## config.mk

```make
export PLATFORM = sky130hd
export DESIGN_NAME = slave_in_port
export DESIGN_NICKNAME = d
export VERILOG_FILES = /design/src/rtl/slave_in_port.sv
export SDC_FILE = /design/constraint.sdc
export NUM_CORES = 1
export LEC_CHECK = 0
export CORE_ASPECT_RATIO = 0.9
export CORE_MARGIN = 2
export CORE_UTILIZATION = 40
export DETAILED_ROUTE_END_ITERATION = 6
export MAX_ROUTING_LAYER = met4
export PLACE_DENSITY = 0.59
export SKIP_CTS_REPAIR_TIMING = 1
export SYNTH_ARGS = -nofsm -noshare
export SYNTH_HDL_FRONTEND = slang
export SYNTH_SLANG_ARGS = --single-unit
```

## constraint.sdc

```tcl
create_clock -name clk -period 1.8 [get_ports clk]
set_input_delay 0.36 -clock clk [delete_from_list [all_inputs] [get_ports clk]]
set_output_delay 0.36 -clock clk [all_outputs]
set_load 0.05 [all_outputs]
```

## src/rtl/slave_in_port.sv

```systemverilog
// ---------------------------------------------------------------------------
// slave_in_port
//
// Receiving end of the serial master-to-slave bus path. After a valid/ready
// handshake the port shifts in a serial address stream and, for writes, a
// serial data stream (both LSB first). It then presents the assembled
// parallel address/data to the slave core together with a one-cycle
// completion strobe.
//
// Ports:
//   clk           bus clock, all state changes on the rising edge
//   reset         asynchronous, active-high reset
//   master_valid  master drives a valid transfer (dropping it mid-transfer aborts)
//   write_en      transfer is a write (sampled only at the handshake)
//   read_en       transfer is a read  (sampled only at the handshake)
//   rx_address    serial address bit, LSB first
//   rx_data       serial write-data bit, LSB first
//   slave_ready   port can accept a new transfer
//   address       last completed address (parallel)
//   data          last completed write data (parallel)
//   rx_write      1 = last completed transfer was a write, 0 = read
//   rx_done       one-cycle strobe: address/data/rx_write were just updated
// ---------------------------------------------------------------------------
module slave_in_port #(
    parameter int ADDR_LEN = 12,
    parameter int DATA_LEN = 8
) (
    input  logic                clk,
    input  logic                reset,
    input  logic                master_valid,
    input  logic                write_en,
    input  logic                read_en,
    input  logic                rx_address,
    input  logic                rx_data,
    output logic                slave_ready,
    output logic [ADDR_LEN-1:0] address,
    output logic [DATA_LEN-1:0] data,
    output logic                rx_write,
    output logic                rx_done
);

    // A transfer lasts as many cycles as the longer of the two streams.
    localparam int L     = (ADDR_LEN > DATA_LEN) ? ADDR_LEN : DATA_LEN;
    localparam int CNT_W = $clog2(L + 1);

    typedef enum logic {
        IDLE,
        RECEIVE
    } state_t;

    state_t              state_q;
    logic [CNT_W-1:0]    bitCount_q;
    logic [ADDR_LEN-1:0] addrShift_q;
    logic [DATA_LEN-1:0] dataShift_q;
    logic                writeFlag_q;
    logic                slaveReady_q;
    logic [ADDR_LEN-1:0] address_q;
    logic [DATA_LEN-1:0] data_q;
    logic                rxWrite_q;
    logic                rxDone_q;

    logic                handshake;
    logic                captureWrite;
    logic                lastBit;
    logic [ADDR_LEN-1:0] addrShift_d;
    logic [DATA_LEN-1:0] dataShift_d;

    // Handshake qualification and the direction that governs the current
    // capture. In IDLE the direction comes straight from write_en (it is
    // being latched on this very edge); during RECEIVE the latched flag is
    // used so that write_en/read_en are ignored once a transfer is running.
    always_comb begin
        handshake    = (state_q == IDLE) && master_valid && slaveReady_q
                       && (write_en ^ read_en);
        captureWrite = (state_q == IDLE) ? write_en : writeFlag_q;
        lastBit      = (bitCount_q == CNT_W'(L - 1));
    end

    // Next shift-register contents with the current serial bit dropped into
    // the slot selected by the bit counter. Slots beyond a stream's length
    // simply do not exist, so surplus bits of the shorter stream vanish.
    // These values feed both the shift registers and, on the final bit, the
    // parallel outputs, so completion sees the last bit on the same edge.
    always_comb begin
        addrShift_d = addrShift_q;
        dataShift_d = dataShift_q;
        for (int i = 0; i < ADDR_LEN; i++) begin
            if (bitCount_q == CNT_W'(i)) begin
                addrShift_d[i] = rx_address;
            end
        end
        if (captureWrite) begin
            for (int i = 0; i < DATA_LEN; i++) begin
                if (bitCount_q == CNT_W'(i)) begin
                    dataShift_d[i] = rx_data;
                end
            end
        end
    end

    // Transfer FSM with registered outputs. rx_done defaults low every edge
    // and is only raised on the completion edge. Completion returns straight
    // to IDLE with slave_ready high, which lets a new handshake land on the
    // edge that ends the rx_done cycle. An abort (master_valid dropped during
    // RECEIVE) throws the partial shift contents away and leaves the
    // previously completed outputs untouched.
    always_ff @(posedge clk or posedge reset) begin
        if (reset) begin
            state_q      <= IDLE;
            bitCount_q   <= '0;
            addrShift_q  <= '0;
            dataShift_q  <= '0;
            writeFlag_q  <= 1'b0;
            slaveReady_q <= 1'b1;
            address_q    <= '0;
            data_q       <= '0;
            rxWrite_q    <= 1'b0;
            rxDone_q     <= 1'b0;
        end else begin
            rxDone_q <= 1'b0;
            case (state_q)
                IDLE: begin
                    if (handshake) begin
                        writeFlag_q <= write_en;
                        if (L == 1) begin
                            address_q    <= addrShift_d;
                            if (write_en) begin
                                data_q <= dataShift_d;
                            end
                            rxWrite_q    <= write_en;
                            rxDone_q     <= 1'b1;
                            slaveReady_q <= 1'b1;
                            bitCount_q   <= '0;
                            addrShift_q  <= '0;
                            dataShift_q  <= '0;
                        end else begin
                            addrShift_q  <= addrShift_d;
                            dataShift_q  <= dataShift_d;
                            bitCount_q   <= CNT_W'(1);
                            slaveReady_q <= 1'b0;
                            state_q      <= RECEIVE;
                        end
                    end
                end
                RECEIVE: begin
                    if (!master_valid) begin
                        state_q      <= IDLE;
                        slaveReady_q <= 1'b1;
                        bitCount_q   <= '0;
                        addrShift_q  <= '0;
                        dataShift_q  <= '0;
                    end else if (lastBit) begin
                        address_q    <= addrShift_d;
                        if (writeFlag_q) begin
                            data_q <= dataShift_d;
                        end
                        rxWrite_q    <= writeFlag_q;
                        rxDone_q     <= 1'b1;
                        slaveReady_q <= 1'b1;
                        bitCount_q   <= '0;
                        addrShift_q  <= '0;
                        dataShift_q  <= '0;
                        state_q      <= IDLE;
                    end else begin
                        addrShift_q <= addrShift_d;
                        dataShift_q <= dataShift_d;
                        bitCount_q  <= bitCount_q + CNT_W'(1);
                    end
                end
                default: begin
                    state_q      <= IDLE;
                    slaveReady_q <= 1'b1;
                    bitCount_q   <= '0;
                end
            endcase
        end
    end

    // Outputs come straight from registers.
    always_comb begin
        slave_ready = slaveReady_q;
        address     = address_q;
        data        = data_q;
        rx_write    = rxWrite_q;
        rx_done     = rxDone_q;
    end

endmodule

```

Word-level counts from Yosys, hierarchy flattened
Cells that the tools add are included.
- word-level logic and storage cells: 79
- register bits: 49
- $add $sub $neg: 1
- multiplexer cells: 45
- bitwise gates (word level): 2
- reductions and logical operators: 8
- eq/ne operators: 13
- operators with widths (operator ; number):
    $mux W12 ; 3
    $mux W8 ; 4
    $mux W1 ; 30
    $pmux W12 S2 ; 1
    $eq A4 B3 Y1 const B ; 4
    $eq A4 B4 Y1 const B ; 4
    $pmux W8 S2 ; 1
    $mux W4 ; 3
    $eq A4 B2 Y1 const B ; 2
    $pmux W4 S2 ; 1
    $add A4 B1 Y4 const B ; 1
    $eq A4 B1 Y1 const B ; 1
    $logic_not A4 Y1 ; 1
    $pmux W1 S2 ; 2
    $reduce_and A2 Y1 ; 2
    $reduce_and A4 Y1 ; 1
    $logic_and A1 B1 Y1 ; 3
    $ne A3 B2 Y1 const B ; 1
    $reduce_and A3 Y1 ; 1
    $ne A2 B2 Y1 const B ; 1
    $not A1 Y1 ; 1
    $xor A1 B1 Y1 ; 1

Depth between registers and ports, before layout
Gate-level depths: netlist of the first run.
- word-level depth: 6
- mapped depth: 7

Worst setup path after synthesis of the first run
Ideal clock, no wire load.
- kind: reg2reg
- start point: register slaveReady_q, in the netlist slave_ready
- end point: register bitCount_q[3]
- path slack: 230 ps
- cell stages (with the launch flop): 7
- required time: 1672 ps
- buffers on the path: 2
- setup time: 128 ps
- period minus slack after synthesis: 1570 ps
- arrival time: 1442 ps
- path through: dfstp_2 -> and3b_1 -> buf_2 -> a21oi_1 -> buf_2 -> o21ai_0 -> o31ai_1
- cells in the longest elaborated chain, start to end: 3
- RTL lines (item ; line ; text):
    start, declared ; 56 ; logic slaveReady_q;
    start signal, assigned ; 114 ; slaveReady_q <= 1'b1;
    start signal, assigned ; 132 ; slaveReady_q <= 1'b1;
    start signal, assigned ; 140 ; slaveReady_q <= 1'b0;
    $logic_and A1 B1 Y1 ; 73 ; handshake = (state_q == IDLE) && master_valid && slaveReady_q
    $logic_and A1 B1 Y1 ; 74 ; && (write_en ^ read_en);
    $ne A2 B2 Y1 (no line) ; -- ;
    end signal, assigned ; 167 ; bitCount_q <= bitCount_q + CNT_W'(1);
    end, declared ; 52 ; logic [CNT_W-1:0] bitCount_q;
Every way passes these cells.
A chain may end at the register's enable or synchronous reset.

Worst setup path after layout of the first run
- start point: register bitCount_q[0]
- end point: register dataShift_q[0]
- cells in the longest elaborated chain, start to end: 6
- elaborated cells between the ends (all ways): 8
- RTL lines (item ; line ; text):
    $logic_not A4 Y1 ; 94 ; if (bitCount_q == CNT_W'(i)) begin
    $mux W1 ; 94 ;
    $mux W8 ; 92 ; if (captureWrite) begin
    $mux W8 ; 152 ; end else if (lastBit) begin
    $mux W8 ; 146 ; if (!master_valid) begin
    $pmux W8 S2 (*) ; 121 ; case (state_q)
    end signal, assigned ; 138 ; dataShift_q <= dataShift_d;
    end signal, assigned ; 166 ; dataShift_q <= dataShift_d;
    end, declared ; 54 ; logic [DATA_LEN-1:0] dataShift_q;
Every way passes the cells marked *; elsewhere a longest branch is shown, timed or not. The select of a mux whose other input is x is not followed.

==> results by group, run 1 <==
Power and ir drop
  • Clock Power Share: 36.7%
  • Seq pwr share: 59.6%
  • Internal power: 1.42 mW
  • Total net switching power: 0.389 mW
  • Leakage power: 1.38 nW
  • PD cells: 668 nW/um^2
  • Worst vdd ir: 0.461 mV
  • Comb pwr share: 3.7%
  • Sw frac: 21.5%

Cells and area
  • Final instance area: 2710 um^2
  • Layout cells sized above 1: 20.2%
  • Area of the multi-input gates: 881 um^2
  • Reg area: 1200 um^2
  • Nets: 273
  • Ant. Diodes: 0
  • Area delta synth->final: 24.7%
  • Non-filler cells, final: 329
  • Filler cells: 498

Setup path
  • CP bufs+invs: 2
  • Slowest stage delay, CP: 430 ps
  • Required time of the critical path: 1970 ps
  • CP max FO: 18
  • Startpoint types: flip-flop
  • Crit path max-delay family: flip-flops
  • Worst Path Arrival: 1740 ps
  • Crit-path most repeated cell: buf_4
  • Reg2reg path depth: 6
  • CP Capture Type: flip-flop
  • Path length in cells of the critical path: 6
  • Critical-path top delay cell: dfrtp_1
  • Crit-path cells: ha_1, buf_4, nand2_1, a31oi_1, buf_4, o21ai_0
  • Critical path class: flip-flop to flip-flop

Placed design
  • DP HPWL: 3100 um
  • GPL Wtd Cong: 0.801
  • I/O Buffers: 29
  • Inst Count DP: 321
  • Post-DP Area: 2610 um^2

Outcome
  • Outcome: finished clean

Timing
  • Worst Tran Pin Value: 465 ps
  • Fmax: 0.636 GHz
  • Hold_ws: 409 ps
  • Relative slew slack: 69.0%
  • Fin crit share: 87.4%
  • Hold violation total from the final report: 0
  • Fin Clk Skew: 3.88 ps
  • Setup Viol. Count Final: 0
  • Tmin final: 1570 ps
  • RSZ-0062 raised after global routing: false
  • Pins Over Slew Limit: 0

Yosys
  • Commonest cells in the netlist: nand2_1 (57), dfrtp_1 (47), o21ai_0 (40), mux2i_1 (20), nand3_1 (11)
  • Post-synth cell types: 26
  • Post-synth top area share: 54.2%
  • Warnings, synthesis: 0
  • Most common cell in the netlist: nand2_1
  • Mapped cell area: 2170 um^2
  • Synth Register Bits: 48
  • Ys flop type: dfrtp_1
  • Synth top area cells: dfrtp_1 (54%), nand2_1 (9.9%), mux2i_1 (9.2%)
  • Async SR Flop Fraction: 100%
  • Seq/Total Area, Yosys: 55.4%
  • Post-synth EDFFs: 0
  • Syn nets: 234
  • Post-Syn Instances: 222
  • Syn Area/Cell: 9.78 um^2
  • Synth area leader: dfrtp_1

Global routing
  • Global-route wire length before repair: 7460 um
  • GRT Residual Overflow: 0
  • Number of global-route vias before repair: 1511
  • Largest net degree at the start of global routing: 28
  • Initial antenna violation count: 0
  • All-Layer GR Usage: 16.8%

Drt
  • Total wire length: 4360 um
  • Starting DRC count in detailed routing: 101
  • Remaining DRCs: 0
  • Vias: 1633
  • Routed wire per std cell: 13.3 um
  • Router iterations before antenna repair: 4
  • Drt via density: 4.96
  • Final ANT Viol Nets: 0

CTS
  • H-tree depth: 2
  • Reg clk slew, reported paths: 80 ps
  • Clock Latency Late Sink: 300 ps
  • Max Root-Sink Buffers: 2
  • Clock sinks: 48
  • TritonCTS Buffers: 5
  • CTS tree: yes
  • Root buf cell: clkbuf_8

Floorplan
  • Die Area: 6030 um^2
  • Initial Util: 41.3%
  • Row count: 25
  • CORE AREA: 5260 um^2
  • IO Pins: 30
  • Die X-Extent: 81.7 um
  • DIE HEIGHT: 73.9 um

Flow run
  • Max capacitance violation total: 0

Worst hold path
  • Worst hold path type: input pin to asynchronous set/reset pin
## layout by cell type (no fill, tap or decap), drive strengths merged, types with 3 or more instances in the layout
master	synthesis	routed
nand2	57	57
dfrtp	47	47
o21ai	42	42
buf	10	40
mux2i	20	20
nand3	11	11
clkbuf	4	7
clkdlybuf4s50	0	6
inv	6	6
ha	5	5
a21oi	3	3
## kinds of logic after synthesis
group                      Yosys count  share of synthesized area, %
buffers and inverters               20                          4.03
DFF                                 48                          55.4
xor gates and xnor gates             1                         0.404
AOI/OAI and AO/OA                   50                          12.0
adders and majority gates            5                          2.88
muxes                               22                          10.3
and+or+nand+nor                     76                          15.0
## power groups by stage
stage | sequential [mW] | combinational [mW] | clock, mW
finish | 1.08 | 0.0671 | 0.662
global route | 1.08 | 0.0763 | 0.724
CTS | 1.08 | 0.0695 | 0.690
detailed placement | 1.10 | 0.0691 | 0
global placement | 1.10 | 0.0696 | 0
floorplan | 1.10 | 0.0312 | 0
## final timing paths
check | start | to | slack [ps]
setup / recovery | bitCount_q[0] | dataShift_q[0] | 230
hold / removal | reset | address[4] | 410
setup reg to reg | bitCount_q[0] | dataShift_q[0] | 230
hold reg to reg | addrShift_q[5] | addrShift_q[5] | 480
max in group asynchronous | reset | slave_ready | 1150
min in group clk | addrShift_q[5] | addrShift_q[5] | 480
## worst reg2reg max path, stage by stage, from the launching register on
cell	delay, ps
dfrtp_1	430
ha_1	210
buf_4	130
nand2_1	60
a31oi_1	220
buf_4	260
o21ai_0	130
## cell type report
cell class                      instances  share of cell area (%)
Sequential cell                        48                    44.4
Tap cell                               67                    3.10
Clock buffer                            7                    3.19
Inverter                                6                   0.832
Timing Repair Buffer                   46                    15.6
Multi-Input combinational cell        154                    32.5
Clock inverter                          1                   0.277
## state kept, by name, indices dropped and copies added (netlist names)
register     count
address         12
addrShift_q     11
dataShift_q      8
data             8
bitCount_q       4
rx_done          1
rx_write         1
slave_ready      1
state_q          1
writeFlag_q      1
## metrics by stage
stage / worst slack, ps / setup TNS, ps / utilization (%) / power (mW)
after floorplan: 230 / 0 / - / 1.13
after CTS: 213 / 0 / 51.5 / 1.84
after global routing: 55.1 / 0 / 51.5 / 1.88
after detailed placement: -81.8 / -1710 / 49.7 / 1.17
final: 226 / 0 / 51.5 / 1.81
after global placement: -61.6 / -1030 / 49.7 / 1.17
## metal layers
metal / GRT usage [%] / vias up / share of wire, %
li1: - / 828 / -
met1: 24.4 / 764 / 51
met5: - / - / 0
met4: 4.44 / 0 / 0.85
met3: 3.32 / 5 / 4.7
met2: 24.0 / 36 / 43
Note: power is estimated with default switching activity, not from simulation.
==> run 2, diff against run 1 <==
==> constraint.sdc (replaced) <==
create_clock -name clk -period 2 [get_ports clk]
set_input_delay 0.4 -clock clk [delete_from_list [all_inputs] [get_ports clk]]
set_output_delay 0.4 -clock clk [all_outputs]
set_load 0.05 [all_outputs]
==> run 2 against run 1 <==
Clock skew grew 2.2 ps. Global-route usage grew 0.24 points. Worst setup slack lost 92 ps. Die area is the same. Largest cell class unchanged. Worst hold slack gained 14 ps. Via count shrank 2.1%.
==> results by group, run 2 (synthesized netlist as in run 1, its figures left out) <==
Outcome
  • Outcome: finished clean

CTS
  • Clock sinks: 48 (unchanged)
  • CTS tree: yes
  • Root buf cell: clkbuf_8
  • TritonCTS Buffers: 5 (unchanged)
  • Reg clk slew, reported paths: 90 ps (about the same)
  • Max Root-Sink Buffers: 2 (unchanged)
  • H-tree depth: 2 (unchanged)
  • Clock Latency Late Sink: 300 ps (about the same)

Setup path
  • Required time of the critical path: 1600 ps (-370 ps)
  • Slowest stage delay, CP: 800 ps (+370 ps)
  • CP Capture Type: output pin
  • Crit-path cells: clkdlybuf4s50_1
  • CP max FO: 2 (-16)
  • Startpoint types: flip-flop
  • Critical path class: flip-flop to output pin
  • Critical-path top delay cell: clkdlybuf4s50_1
  • CP bufs+invs: 1 (-1)
  • Crit path max-delay family: buffers and inverters
  • Worst Path Arrival: 1470 ps (-270 ps)

Floorplan
  • Row count: 25 (unchanged)
  • Die X-Extent: 81.7 um (unchanged)
  • IO Pins: 30 (unchanged)
  • Die Area: 6030 um^2 (unchanged)
  • CORE AREA: 5260 um^2 (unchanged)
  • DIE HEIGHT: 73.9 um (unchanged)
  • Initial Util: 41.3% (unchanged)

Global routing
  • GRT Residual Overflow: 0 (unchanged)
  • Initial antenna violation count: 0 (unchanged)
  • Largest net degree at the start of global routing: 23 (-18%)
  • Number of global-route vias before repair: 1543 (+2.1%)
  • All-Layer GR Usage: 17.0% (+0.24 points)
  • Global-route wire length before repair: 7540 um (+1.1%)

Timing
  • Hold violation total from the final report: 0 (unchanged)
  • Final Worst Setup Slack: 135 ps (-91.7 ps)
  • Pins Over Slew Limit: 0 (unchanged)
  • Fin Clk Skew: 6.10 ps (+2.22 ps)
  • Fin crit share: 93.3%
  • Setup Viol. Count Final: 0 (unchanged)
  • Hold_ws: 423 ps (+13.7 ps)
  • Sum of negative setup slack: 0 ps (unchanged)
  • Relative slew slack: 66.7% (-2.3 points)
  • Tmin final: 1870 ps
  • Worst Tran Pin Value: 497 ps (+32.5 ps)
  • RSZ-0062 raised after global routing: false
  • Fmax: 0.536 GHz

Drt
  • Router iterations before antenna repair: 5 (+1)
  • Remaining DRCs: 0 (unchanged)
  • Vias: 1598 (-2.1%)
  • Routed wire per std cell: 13.6 um (+2.3%)
  • Starting DRC count in detailed routing: 58 (-43%)
  • Total wire length: 4370 um (+0.11%)
  • Drt via density: 4.96 (about the same)
  • Final ANT Viol Nets: 0 (unchanged)

Cells and area
  • Final instance area: 2670 um^2 (-1.3%)
  • Area delta synth->final: 23.0%
  • Layout cells sized above 1: 9.80% (-10 points)
  • Non-filler cells, final: 322 (-2.1%)
  • Commonest non-fill, non-tap cells in the layout: nand2_1 (57), dfrtp_1 (47), o21ai_0 (40)
  • Ant. Diodes: 0 (unchanged)
  • Largest register FFs: 12 (unchanged)
  • Nets: 266 (-2.6%)
  • Commonest non-fill, non-tap cell in the layout: nand2_1

Power and ir drop
  • Worst vdd ir: 0.323 mV (-30%)
  • PD cells: 611 nW/um^2 (-8.5%)
  • Leakage power: 1.29 nW (-6.2%)

Worst hold path
  • Worst hold path type: input pin to asynchronous set/reset pin

Placed design
  • DP HPWL: 3050 um (-1.6%)
  • GPL Wtd Cong: 0.811 (+1.3%)
  • I/O Buffers: 29 (unchanged)
  • DP Worst Slack: 89.1 ps (+171 ps)
  • Inst Count DP: 314 (-2.2%)
  • Post-DP Area: 2580 um^2 (-1.3%)

Flow run
  • Max capacitance violation total: 0 (unchanged)
[run 2: changes by cell type in the layout (fill, tap and decap cells not counted)]
cell	previous run	this run
clkinvlp_4	1	0
buf_4	35	9
clkinv_2	0	2
clkbuf_1	1	0
clkdlybuf4s50_1	6	28
buf_12	5	2
[run 2: where the power goes]
group / internal [mW] / total, mW / switching, mW / leakage, nW
sequential: 0.970 / 0.970 / 0 / 0.657
combinational: 0.0209 / 0.0568 / 0.0359 / 0.585
clock: 0.277 / 0.605 / 0.328 / 0.0510
[run 2: path summary, 6_finish.rpt]
kind | slack (ps) | depth (start not counted) | from | end
min | 420 | 2 | reset | rx_done
min reg2reg | 480 | 2 | slave_ready | slave_ready
max in group asynchronous | 1040 | 3 | reset | addrShift_q[0]
max | 130 | 1 | data[2] | data[2]
min in group clk | 480 | 2 | slave_ready | slave_ready
max reg2reg | 290 | 6 | bitCount_q[0] | address[3]
[run 2: area by class of cell]
| type | instances | area, um^2 |
|---|---|---|
| fill | 511 | 2580 |
| timing repair buffer | 39 | 388 |
| clock inverter | 2 | 10.0 |
| clock buffer | 6 | 82.6 |
| sequential | 48 | 1200 |
| inverter | 6 | 22.5 |
| multi-input combinational | 154 | 881 |
| tap | 67 | 83.8 |
[run 2: routing by layer]
metal	routed length, um	track usage [%]
met5	0	-
met1	2300	25.0
met4	40	3.89
met3	166	3.81
met2	1860	24.1
[run 2: per-stage QoR]
step,total power [mW],util [%]
2_1_floorplan,1.02,-
3_3_place_gp,1.05,49.0
6_report,1.63,50.8
5_1_grt,1.70,50.8
4_1_cts,1.65,50.8
3_5_place_dp,1.05,49.0
